`config.mk`:
```
export PLATFORM = sky130hd
export DESIGN_NAME = seg2num
export DESIGN_NICKNAME = d
export VERILOG_FILES = /design/src/rtl/seg2num.sv
export SDC_FILE = /design/constraint.sdc
export NUM_CORES = 1
export LEC_CHECK = 0
export ABC_AREA = 1
export CORE_MARGIN = 2
export CORE_UTILIZATION = 35
export DETAILED_ROUTE_END_ITERATION = 16
export HOLD_SLACK_MARGIN = 0.15
export PLACE_DENSITY = 0.56
export SYNTH_ARGS = -nofsm -noshare
export SYNTH_HDL_FRONTEND = slang
export SYNTH_SLANG_ARGS = --single-unit
```
`constraint.sdc`:
```
create_clock -name i_clock -period 7.6 [get_ports i_clock]
set_input_delay 1.52 -clock i_clock [delete_from_list [all_inputs] [get_ports i_clock]]
set_output_delay 1.52 -clock i_clock [all_outputs]
set_load 0.02 [all_outputs]
```
`src/rtl/seg2num.sv`:
```
// seg2num -- two-digit active-low 7-segment receiver.
//
// Samples the segment word every clock, waits until a pattern has been
// stable for STABLE_CYCLES consecutive samples, then decodes each digit to
// a hex nibble (or flags it as dash / illegal) and publishes the result
// together with a one-cycle o_valid pulse.
//
// Parameters
//   STABLE_CYCLES  consecutive identical samples needed to accept (1..255)
// Ports
//   i_clock   system clock, rising edge
//   i_reset   asynchronous active-high reset
//   i_enable  decoding enable
//   i_SEG     {dp1, g1..a1, dp0, g0..a0}, 0 = segment on
//   o_hex     {digit1, digit0} nibbles of the last accepted pattern
//   o_num     10*digit1 + digit0 when o_dec_ok, else 0
//   o_dec_ok  both digits legal and <= 9
//   o_dash    per digit: pattern was '-'
//   o_error   per digit: pattern was not 0-F or '-'
//   o_DP      per digit: decimal point lit (active-high)
//   o_valid   one-cycle pulse on each newly accepted pattern
module seg2num #(
  parameter int unsigned STABLE_CYCLES = 4
) (
  input  logic        i_clock,
  input  logic        i_reset,
  input  logic        i_enable,
  input  logic [15:0] i_SEG,
  output logic [7:0]  o_hex,
  output logic [7:0]  o_num,
  output logic        o_dec_ok,
  output logic [1:0]  o_dash,
  output logic [1:0]  o_error,
  output logic [1:0]  o_DP,
  output logic        o_valid
);

  localparam logic [7:0] RUN_MAX  = 8'(STABLE_CYCLES);
  localparam logic [6:0] SEG_DASH = 7'b0111111;

  typedef enum logic [1:0] {
    S_IDLE,
    S_TRACK,
    S_LOCK
  } state_t;

  // Returns {error, dash, nibble} for one g..a pattern.
  function automatic logic [5:0] decode_digit(input logic [6:0] pat);
    logic [5:0] r;
    r = 6'b10_0000;
    case (pat)
      7'b1000000: r = {2'b00, 4'h0};
      7'b1111001: r = {2'b00, 4'h1};
      7'b0100100: r = {2'b00, 4'h2};
      7'b0110000: r = {2'b00, 4'h3};
      7'b0011001: r = {2'b00, 4'h4};
      7'b0010010: r = {2'b00, 4'h5};
      7'b0000010: r = {2'b00, 4'h6};
      7'b1111000: r = {2'b00, 4'h7};
      7'b0000000: r = {2'b00, 4'h8};
      7'b0010000: r = {2'b00, 4'h9};
      7'b0001000: r = {2'b00, 4'hA};
      7'b0000011: r = {2'b00, 4'hB};
      7'b1000110: r = {2'b00, 4'hC};
      7'b0100001: r = {2'b00, 4'hD};
      7'b0000110: r = {2'b00, 4'hE};
      7'b0001110: r = {2'b00, 4'hF};
      SEG_DASH:   r = 6'b01_0000;
      default:    r = 6'b10_0000;
    endcase
    return r;
  endfunction

  state_t      state, state_nxt;
  logic [15:0] s_seg;
  logic [15:0] latched, latched_nxt;
  logic        have_latch, have_latch_nxt;
  logic [7:0]  run, run_nxt, run_step;
  logic        accept;

  logic [5:0]  dec1, dec0;
  logic        ok1, ok0, dec_ok;
  logic [7:0]  num_calc;

  // Run length seen with the incoming sample, saturating at RUN_MAX.
  always_comb begin
    if (i_SEG == s_seg) begin
      run_step = (run >= RUN_MAX) ? RUN_MAX : run + 8'd1;
    end else begin
      run_step = 8'd1;
    end
  end

  always_comb begin
    state_nxt      = state;
    run_nxt        = run;
    latched_nxt    = latched;
    have_latch_nxt = have_latch;
    accept         = 1'b0;
    case (state)
      S_IDLE: begin
        run_nxt        = '0;
        latched_nxt    = '0;
        have_latch_nxt = 1'b0;
        if (i_enable) begin
          state_nxt = S_TRACK;
        end
      end
      S_TRACK: begin
        run_nxt = run_step;
        if (!i_enable) begin
          state_nxt = S_IDLE;
        end else if (run == RUN_MAX && (!have_latch || s_seg != latched)) begin
          state_nxt      = S_LOCK;
          accept         = 1'b1;
          latched_nxt    = s_seg;
          have_latch_nxt = 1'b1;
        end
      end
      S_LOCK: begin
        run_nxt = run_step;
        if (!i_enable) begin
          state_nxt = S_IDLE;
        end else if (i_SEG != latched) begin
          // Leaving LOCK restarts the count at 1 even if s_seg already
          // held this sample, so the new pattern needs a full fresh run.
          state_nxt = S_TRACK;
          run_nxt   = 8'd1;
        end
      end
      default: begin
        state_nxt = S_IDLE;
      end
    endcase
  end

  always_ff @(posedge i_clock or posedge i_reset) begin
    if (i_reset) begin
      state      <= S_IDLE;
      s_seg      <= '1;
      run        <= '0;
      latched    <= '0;
      have_latch <= 1'b0;
    end else begin
      state      <= state_nxt;
      s_seg      <= i_SEG;
      run        <= run_nxt;
      latched    <= latched_nxt;
      have_latch <= have_latch_nxt;
    end
  end

  // Decode works on the registered sample so no path reaches the outputs
  // from i_SEG.
  always_comb begin
    dec1     = decode_digit(s_seg[14:8]);
    dec0     = decode_digit(s_seg[6:0]);
    ok1      = ~dec1[5] & ~dec1[4] & (dec1[3:0] <= 4'd9);
    ok0      = ~dec0[5] & ~dec0[4] & (dec0[3:0] <= 4'd9);
    dec_ok   = ok1 & ok0;
    num_calc = ({4'b0, dec1[3:0]} << 3) + ({4'b0, dec1[3:0]} << 1)
             + {4'b0, dec0[3:0]};
  end

  always_ff @(posedge i_clock or posedge i_reset) begin
    if (i_reset) begin
      o_hex    <= '0;
      o_num    <= '0;
      o_dec_ok <= 1'b0;
      o_dash   <= '0;
      o_error  <= '0;
      o_DP     <= '0;
      o_valid  <= 1'b0;
    end else begin
      o_valid <= accept;
      if (accept) begin
        o_hex    <= {dec1[3:0], dec0[3:0]};
        o_num    <= dec_ok ? num_calc : 8'd0;
        o_dec_ok <= dec_ok;
        o_dash   <= {dec1[4], dec0[4]};
        o_error  <= {dec1[5], dec0[5]};
        o_DP     <= {~s_seg[15], ~s_seg[7]};
      end
    end
  end

endmodule
```
## After elaboration in Yosys (flattened, before gate mapping)

Cells that the tools add are included.

- Bits in registers: 67
- Output and inout port bits: 24

- $add $sub $neg: 3
- $lt $le $gt $ge: 3
- Equality and inequality tests: 43
- Mux-type cells: 23
- Bitwise gates (word level): 11
- Reductions and logical operators: 10

Operators by type and width:

| cell | count |
|---|---|
| case mux 6 bit (17 select lines) | 2 |
| equality test 7 x 6 -> 1 bit, second input constant | 8 |
| equality test 7 bit, second input constant | 8 |
| equality test 7 x 5 -> 1 bit, second input constant | 6 |
| 2-to-1 mux 8 bit | 5 |
| 2-to-1 mux 16 bit | 2 |
| != test 16 bit | 2 |
| case mux 16 bit (2 select lines) | 1 |
| equality test 7 x 2 -> 1 bit, second input constant | 4 |
| equality test 7 x 4 -> 1 bit, second input constant | 4 |
| case mux 8 bit (3 select lines) | 1 |
| equality test 16 bit | 1 |
| equality test 7 x 3 -> 1 bit, second input constant | 2 |
| logical NOT 7 bit | 2 |
| 2-to-1 mux 2 bit | 5 |
| adder 7 x 5 -> 8 bit | 1 |
| adder 8 x 1 -> 8 bit, second input constant | 1 |
| adder 8 x 4 -> 8 bit | 1 |
| equality test 8 x 3 -> 1 bit, second input constant | 1 |
| greater-or-equal comparator 8 x 3 -> 1 bit, second input constant | 1 |
| less-or-equal comparator 4 bit, second input constant | 2 |
| != test 2 bit, second input constant | 3 |
| != test 3 bit, second input constant | 2 |
| NOT 1 bit | 6 |
| 13 further kinds | 22 |

## Logic depth before layout (Yosys ltp)

Gate-level depths: netlist of the first run.

- Depth after elaboration: 7
- Depth in mapped cells: 19

## Least setup slack after synthesis of the first run

No wires, ideal clock.

- Path kind: flip-flop to flip-flop
- Start point: register s_seg[5]
- End point: register o_num[6]
- Library setup time: 0.065 ns
- Arrival: 2.842 ns
- Data required time: 7.535 ns
- Setup slack: 4.693 ns
- Stages on the path, launching flop included: 18
- Period minus slack after synthesis: 2.907 ns
- Cells stage by stage: dfstp_2 > buf_2 > nor2_2 > nand2_4 > nor2_1 > clkinv_1 > nand2_1 > nor2_1 > nand2_1 > nor2_1 > inv_1 > fa_1 > inv_1 > fa_1 > o21ai_0 > xor2_1 > nand3_1 > nand2_1

RTL lines:

| what | RTL line | text |
|---|---|---|
| start: declaration | 75 | `logic [15:0] s_seg;` |
| start signal: assignment | 146 | `s_seg <= i_SEG;` |
| equality test 7 x 6 -> 1 bit (tied with other cells) | 51 | `case (pat)` |
| case mux 6 bit (17 select lines) * | 51 |  |
| named net dec0[3] | 81 | `logic [5:0] dec1, dec0;` |
| less-or-equal comparator 4 bit | 159 | `ok0 = ~dec0[5] & ~dec0[4] & (dec0[3:0] <= 4'd9);` |
| AND 1 bit | 159 |  |
| AND 1 bit | 160 | `dec_ok = ok1 & ok0;` |
| 2-to-1 mux 8 bit * | 178 | `o_num <= dec_ok ? num_calc : 8'd0;` |
| end signal: assignment | 178 |  |
| end: declaration | 30 | `output logic [7:0] o_num,` |

Mark *: on every way through the listed nets, which the timed path passes. The rest lies on a longest branch.
A chain may end at the register's enable or synchronous reset.

## Worst setup path after layout of the first run

- Start point: register s_seg[8]
- End point: register o_num[6]

RTL lines:

| what | RTL line |
|---|---|
| equality test 7 x 6 -> 1 bit (tied with other cells) | 51 |
| case mux 6 bit (17 select lines) * | 51 |
| named net dec1[2] | 81 |
| branches (longest 3 deep; another with adder 7 x 5 -> 8 bit) | n/a |
| 2-to-1 mux 8 bit * | 178 |

Mark *: on every way through the listed nets, which the timed path passes.

==> summary by stage, run 1 <==
Setup path
In this run the worst path has a maximum fanout of 6. The number of buffer and inverter instances along the worst setup path is 2. Counting cells, the worst reg-to-reg path comes to 14. The cell with the most instances on the worst path is nand2_1.

The kind of end point of the critical path is a flip-flop. In this design, the stage delay of the slowest critical-path cell is 630 ps. The kind of cell with the highest combined delay on the critical path is adder cells. STA puts the critical path data required time at 7870 ps. The category of the most critical setup path is flip-flop to flip-flop. The critical path depth in cells is 14. Walking the worst path, the cells encountered are inv_1 -> nand2_1 -> nor2_1 -> nand2_1 -> o21ai_1 -> nor2_1 -> nand3b_1 -> fa_1 -> inv_1 -> fa_1 -> o21ai_0 -> xor2_1 -> nand3_1 -> nand2_1.

The category of the worst setup path launch point is a flip-flop. Among all stages on the critical path, the largest delay is contributed by dfstp_2. Data on the critical path arrives at its endpoint at 3510 ps.

Global route
The sum of overflow across all layers after global routing is 0. In the global route stage, overall resource usage came out at 0.166. The layer carrying the most global-route usage is met2. The met1 global-route usage is 0.214. The first global-routing pass estimated 17100 um of wire. In the global route stage, met3 resource usage came out at 0.0244. The initial antenna violation count came to 0. The number of global-route vias before repair was 3617. The largest net degree at the start of global routing is between 60 and 70.

For met2 alone, demand over resource in global routing was 0.285.

Yosys
The net count after synthesis is roughly 570. Counting flops and latches in the post-synthesis netlist gives between 60 and 70. The share of the Yosys chip area taken by registers is 0.400. The number of standard cells after synthesis is 535. The number of warning messages in the yosys log is 0. The synthesized area per cell is 7.94 um2. The number of distinct library cells after synthesis is 43.

The netlist area before placement is 0.00425 mm2.

Floorplanning
From bottom edge to top edge, the die measures 114 um. During I/O placement, the number of pins put on the boundary was 43. The starting utilization of the core area is 0.357.

The floorplan step defined a die boundary enclosing 0.0130 mm2. After floorplanning, the core was sized to cover 0.0119 mm2. The total number of placement rows is 40. The floorplan die width is between 100 and 150 um.

STA
On the final layout, the worst hold slack is 461 ps. After layout, the worst setup slack is 4360 ps. Derived from the worst setup path, the maximum achievable clock frequency is 309 MHz. Setup repair after global routing left no endpoint under its margin. The fraction of the cycle the final worst path needs is 0.426. For the pin with the worst max-slew slack, the measured transition is around 860 ps.

The number of max-slew violations in the final report was 0. The final setup violation count is 0. Clock skew on the completed layout was measured at 6.23 ps. Measured against its own limit, the worst slew margin works out to 0.426.

The routed design could run at a clock period as short as roughly 3200 ps. The final count of hold timing violations came to 0. The final setup TNS is 0 ps.

Min path
The worst hold path passes through 2 cells. The path class of the tightest hold or removal check is flip-flop to flip-flop.

Pwr
The total chip power is 960 uW. Power spread over the standard cell area amounts to around 190 mW/mm2. The leakage power summed over all cells is 2.37 nW. The largest voltage drop on the vdd net is 110 uV.

Placement
Detailed placement finished with a half-perimeter wire length of about 7600 um. Input and output buffers added on the ports amount to 42. The last weighted congestion value of the routability-driven placer is 0.954. The post-placement worst setup slack is 4040 ps.

Route
The detail route stage leaves a number of antenna-violating nets equal to 0. The first-iteration detailed-routing DRC count is 160. Using the TritonRoute via totals, the vias-per-cell ratio works out to 4.83.

Dividing the detail-routed wire length by the instance count gives 13.9 um. The overall routed net length is 10000 um. For this run, design rule violations remaining after detail routing come to 0.

Across all layers, the routed design uses 3502 vias. The first detailed-routing pass ran for 4 iterations.

Final layout
In the final layout, the share of cells above drive strength 1 is 0.135. The final layout contains about 610 nets. The fill cell instance count of the final layout is 1223. The utilization after layout is 0.423. The antenna diode count is 0. The area growth from synthesis to layout is 18.6%.

Flow run
The max-capacitance violation count is 0.

Clocking
The post-cts gate resize count is 0. The total clock sinks is between 60 and 70. After clock tree synthesis, the clock-pin slew on the worst setup and hold paths is 60 ps.

After clock tree synthesis, the flow added hold-fix buffers numbering 0. TritonCTS built the clock tree. The clock latency on the worst-skew pair is approximately 330 ps.

Post-CTS timing repair inserted 0 buffers for setup. In this run, CTS created clock tree buffers numbering 9. CTS built an H-tree with a depth of 3. The number of buffers on the longest clock path is 2. CTS placed an instance of clkbuf_16 at the clock tree root.

Status
The flow ran to the end, and the final reports show no timing, DRC or antenna violations.
-- metal layers --
| metal | vias to the layer above | share of wire |
|---|---|---|
| li1 | 1764 | - |
| met1 | 1655 | 0.46 |
| met2 | 68 | 0.49 |
| met3 | 15 | 0.033 |
| met4 | 0 | 0.015 |
| met5 | - | 0 |
-- Yosys cell counts, drive strengths merged --
cell type,number,area (um2)
nor2,70,305
nor3,10,60.1
inv,73,274
o211ai,1,7.51
or2,3,18.8
a21boi,1,7.51
o221ai,1,8.76
nand3,28,178
nand4,14,87.6
a21oi,5,28.8
clkinv,1,3.75
nand2,142,556
buf,15,118
o22ai,17,150
o21bai,1,7.51
nor4,1,6.26
o31ai,1,7.51
xor2,4,35.0
clkbuf,1,3.75
a21o,2,15.0
fa,2,40.0
nand3b,2,15.0
o21ai,23,130
dfstp,16,420
dfrtp,51,1280
ha,13,163
xnor2,37,324
-- cells by family (layout without fill, tap and decap cells) --
| logic type | after synthesis | after routing | share of synthesized area |
|---|---|---|---|
| flops | 67 | 67 | 0.400 |
| compound gates | 52 | 52 | 0.0854 |
| fa+ha+maj | 15 | 15 | 0.0477 |
| xor+xnor | 41 | 41 | 0.0846 |
| buf+inv | 90 | 133 | 0.0940 |
| simple gates | 270 | 270 | 0.289 |
-- final timing paths --
check,from,endpoint,slack [ps]
worst max-delay path,s_seg[8],o_num[6],4360
worst min-delay path,run[5],run[5],460
worst max register to register,s_seg[8],o_num[6],4360
worst min register to register,run[5],run[5],460
max in group asynchronous,i_reset,latched[8],5260
min in group asynchronous,i_reset,o_num[7],1760
-- cell type report --
type / instances / area [um2] / share of cell area
Sequential cell: 67 / 1700 / 0.337
Timing Repair Buffer: 43 / 428 / 0.0850
Clock inverter: 4 / 52.6 / 0.0104
Clock buffer: 12 / 246 / 0.0489
Tap cell: 147 / 184 / 0.0365
Inverter: 74 / 278 / 0.0552
Multi-Input combinational cell: 378 / 2150 / 0.427
-- report_power, final --
| group | internal [mW] | switching, mW |
|---|---|---|
| Combinational | 0.0552 | 0.0938 |
| Clock | 0.263 | 0.161 |
| Sequential | 0.370 | 0.0168 |
| Total | 0.689 | 0.271 |
-- registers in the layout (all words and copies together) (netlist names) --
| signal | count |
|---|---|
| have_latch | 1 |
| run | 8 |
| latched | 16 |
| o_valid | 1 |
| o_DP | 2 |
| s_seg | 16 |
| o_hex | 8 |
| state | 2 |
| o_error | 2 |
| o_dec_ok | 1 |
| o_dash | 2 |
| o_num | 8 |
-- through the flow --
step / instances / area, um2
after floorplan: 535 / 4250
after detailed placement: 709 / 4740
after CTS: 725 / 5040
final: 725 / 5040
after global routing: 725 / 5040
after global placement: 709 / 4740
-- worst register-to-register path, stage by stage, from the launching register on --
cell	delay, ps
dfstp_2	630
inv_1	110
nand2_1	190
nor2_1	90
nand2_1	60
o21ai_1	70
nor2_1	180
nand3b_1	200
fa_1	580
inv_1	70
fa_1	440
o21ai_0	240
xor2_1	170
nand3_1	90
nand2_1	70
-- cells in the final DEF, fill, tap and decap left out, types with 7 or more instances in the layout --
cell type        count
clkbuf_16            9
clkdlybuf4s50_1     42
dfrtp_1             51
dfstp_2             16
ha_1                13
inv_1               64
inv_2                9
nand2_1            135
nand3_1             22
nand4_1             14
nor2_1              59
nor2_2               8
nor3_1               8
o21ai_0             20
o22ai_1             10
o22ai_2              7
xnor2_1             37
(Power assumes the default switching activity.)
==> inputs of run 2 (changes only) <==
==> constraint.sdc (replaced) <==
create_clock -name i_clock -period 3.1 [get_ports i_clock]
set_input_delay 0.62 -clock i_clock [delete_from_list [all_inputs] [get_ports i_clock]]
set_output_delay 0.62 -clock i_clock [all_outputs]
set_load 0.02 [all_outputs]
==> run 2 against run 1 <==
Compared with the run above:
- hold slack about the same
- design area increased by 2.5%
- critical endpoint unchanged
- largest power group unchanged
- combinational power increased to 2.6 times the previous value
- critical path depth unchanged
- register-to-register slack got worse by 4100 ps
==> summary by stage, run 2 (same netlist as run 1, synthesis figures left out) <==
Status
The flow ran to the end, and the final reports show no timing, DRC or antenna violations.

Final layout
Relative to the synthesized area, the layout overhead comes to 21.5%. The fraction of final layout cells with drive strength greater than 1 came to 0.173 (+0.0379). The layout net count was 619 (+2.0%). The fill cell instance count of the final layout is 1208 (-1.2%). The sequential cell area in the final layout came to 0.00170 mm2 (unchanged). The footprint of the multi-input gates was 0.00219 mm2 (+1.9%). The antenna diode count is 0 (unchanged). The largest registers in the layout are latched x16, s_seg x16. The library cell used most frequently in the layout, excluding fill and tap cells, is nand2_1. The library cells used most frequently in the layout, excluding fill and tap cells, are nand2_1 (134), inv_1 (63), nor2_1 (55).

Global route
The global-route usage over all layers was 0.168 (+0.00225). The initial antenna violation count is 0 (unchanged). The sum of overflow across all layers after global routing is 0 (unchanged).

The number of global-route vias before repair is 3552 (-1.8%). The wire length of the first global-routing pass was 17100 um (about the same). The largest net degree at the start of global routing is 32 (-53%).

Min path
The worst hold path belongs to the class flip-flop to flip-flop. The path with the worst hold slack has its endpoint at run[5]. The cell depth of the worst min-delay path is 2 (unchanged). The launch point of the worst hold path is run[5].

STA
The fraction of the cycle the final worst path needs is 0.927 (+0.500). The final setup violation count is 0 (unchanged). The clock tree skew after final layout is 12.2 ps (+5.98 ps). The final count of hold timing violations is 0 (unchanged). The number of max-slew violations in the final report is 0 (unchanged). Setup repair after global routing could not meet its margin everywhere. The final setup TNS is 0 ps (unchanged). The top achievable clock speed is 348 MHz (+13%). The final worst setup slack is 227 ps (-4130 ps). The minimum clock period was 2870 ps (-368 ps). The slew at the pin closest to its max-slew limit is 592 ps (-269 ps). The worst relative slew slack is 0.604 (+0.178).

Floorplanning
The die height is 114 um (unchanged). The core box area is 0.0119 mm2 (unchanged). The total die area is 0.0130 mm2 (unchanged).

The floorplan die width is 114 um (unchanged). The total number of placement rows is 40 (unchanged). The number of ports placed on the die boundary came to 43 (unchanged). The starting utilization of the core area was 0.357 (unchanged).

Clocking
The TritonCTS clock tree is done. The number of buffers added to fix hold violations after cts was 0 (unchanged). The number of levels in the clock H-tree is 3 (unchanged). The CTS buffer count is 9 (unchanged).

The total clock sinks is 67 (unchanged). The master cell of the clock root buffer is clkbuf_16. The number of buffers on the longest clock path is 2 (unchanged).

The clock latency on the worst-skew pair is 340 ps (about the same). The clock-pin transition on the worst setup and hold timing paths is 60 ps (about the same).

Route
The wire length per cell after detailed routing was 13.7 um (-0.81%). The remaining antenna violation count was 0 (unchanged). The DRC violation count after routing is 0 (unchanged). The total number of vias is 3585 (+2.4%).

The overall routed net length is 10100 um (+0.84%). The first-pass iteration count of the detailed router is 4 (unchanged). The average vias per placed instance is 4.86 (+0.70%). The first-iteration detailed-routing DRC count is 192 (+20%).

Setup path
The signal on the critical path passes through inv_2 -> nand2_1 -> inv_1 -> nand2_1 -> nand2_1 -> nor3_2 -> o31ai_2 -> fa_1 -> inv_1 -> fa_2 -> o21ai_2 -> xor2_1 -> nand3_1 -> nand2_1. The critical-path maximum fanout came to 5 (-1). The slack of the worst reg-to-reg path was 230 ps (-4130 ps).

Among the stages of the critical path, the cell type that occurs most often is nand2_1. The critical path required time is 3380 ps (-4490 ps). The worst setup path is captured at a flip-flop.

The worst reg2reg path endpoint is o_num[6]. STA classifies the critical path startpoint as a flip-flop. The slowest cell on the critical path is dfstp_2.

The worst stage delay on the critical path came to 580 ps (-50 ps). The data arrival time of the critical path is 3150 ps (-360 ps). The critical register-to-register path startpoint is s_seg[14]. The cell depth of the worst flop-to-flop path came to 14 (unchanged). The critical path is of the flip-flop to flip-flop type.

The critical path startpoint is s_seg[14].

Placement
The half-perimeter wire length after detailed placement is 7520 um (-0.49%). The last weighted congestion value of the routability-driven placer is 0.898 (-5.8%). The number of input and output port buffers inserted is 42 (unchanged). The post-placement worst setup slack is 17.7 ps (-4030 ps).

Pwr
The switching power share of the total is 0.288 (+0.00525). The combinational fraction of design power was 0.167 (+0.012). The leakage power summed over all cells is 2.44 nW (+3.0%). The cell-internal power came to 1.64 mW (+140%). The share of power burned in the clock network is 0.422 (-0.020). The largest voltage drop on the vdd net is 209 uV (+91%). The total chip power was 2.30 mW (+140%). The power density relative to cell area is 445 mW/mm2 (+130%). The proportion of power drawn by flip-flops and latches is 0.412 (+0.009).

The switching component of the power was 661 uW (+140%).

Flow run
The max-capacitance violation count is 0 (unchanged).
run 2: cell count changes in the layout (fill, tap and decap cells not counted), moves of 2 or more:
| cell | previous run | this run |
|---|---|---|
| nor2_2 | 8 | 11 |
| nor2_1 | 59 | 55 |
| clkinv_2 | 0 | 2 |
| buf_4 | 1 | 12 |
run 2: stage by stage:
stage / cell area [um2] / std cells / hold WS, ps / util
after floorplan: 4250 / 535 / 434 / -
after global placement: 4770 / 714 / 446 / 0.401
after global routing: 5160 / 737 / 494 / 0.433
after detailed placement: 4770 / 714 / 450 / 0.401
after CTS: 5060 / 730 / 464 / 0.424
final: 5160 / 737 / 460 / 0.433
run 2: area by class of cell:
type / count / share of cell area
Timing Repair Buffer: 55 / 0.103
Clock buffer: 12 / 0.0497
Multi-Input combinational cell: 378 / 0.424
Sequential cell: 67 / 0.329
Clock inverter: 4 / 0.00485
Tap cell: 147 / 0.0356
Inverter: 74 / 0.0538
run 2: power groups by stage:
stage               logic (mW)  clock network [mW]  registers (mW)
global route             0.430                1.03           0.950
floorplan                0.301                   0           0.940
CTS                      0.374               0.997           0.947
detailed placement       0.373                   0           0.961
global placement         0.370                   0           0.959
finish                   0.383               0.969           0.946
run 2: routing by layer:
layer  share of wire  vias up  wire length, um  global-route usage
li1                -     1788                -                   -
met1            0.46     1699             4620               0.215
met2            0.48       82             4910               0.277
met3           0.039       16              398              0.0302
met4           0.020        0              198              0.0780
met5               0        -                0                   0
run 2: repair_timing:
action | in CTS | in global routing
setup endpoints to repair | 0 | 4
gates resized for setup | 0 | 13
buffers inserted | 0 | 7
run 2: worst max-delay path, delay by kind of cell, from the launching register on:
kind                       cells  cell delay, ps
xor gates and xnor gates       1             140
AOI/OAI and AO/OA              2             260
adders and majority gates      2             920
DFF                            1             580
buffers and inverters          3             220
and+or+nand+nor                6             680
run 2: worst max path at each step:
stage                    end  slack, ps  depth (start not counted)
finish              o_num[6]        230                         14
global placement    o_num[6]        100                         16
floorplan           o_num[6]        190                         17
global route        o_num[6]         -6                         16
detailed placement  o_num[6]         20                         16
CTS                 o_num[6]         10                         16
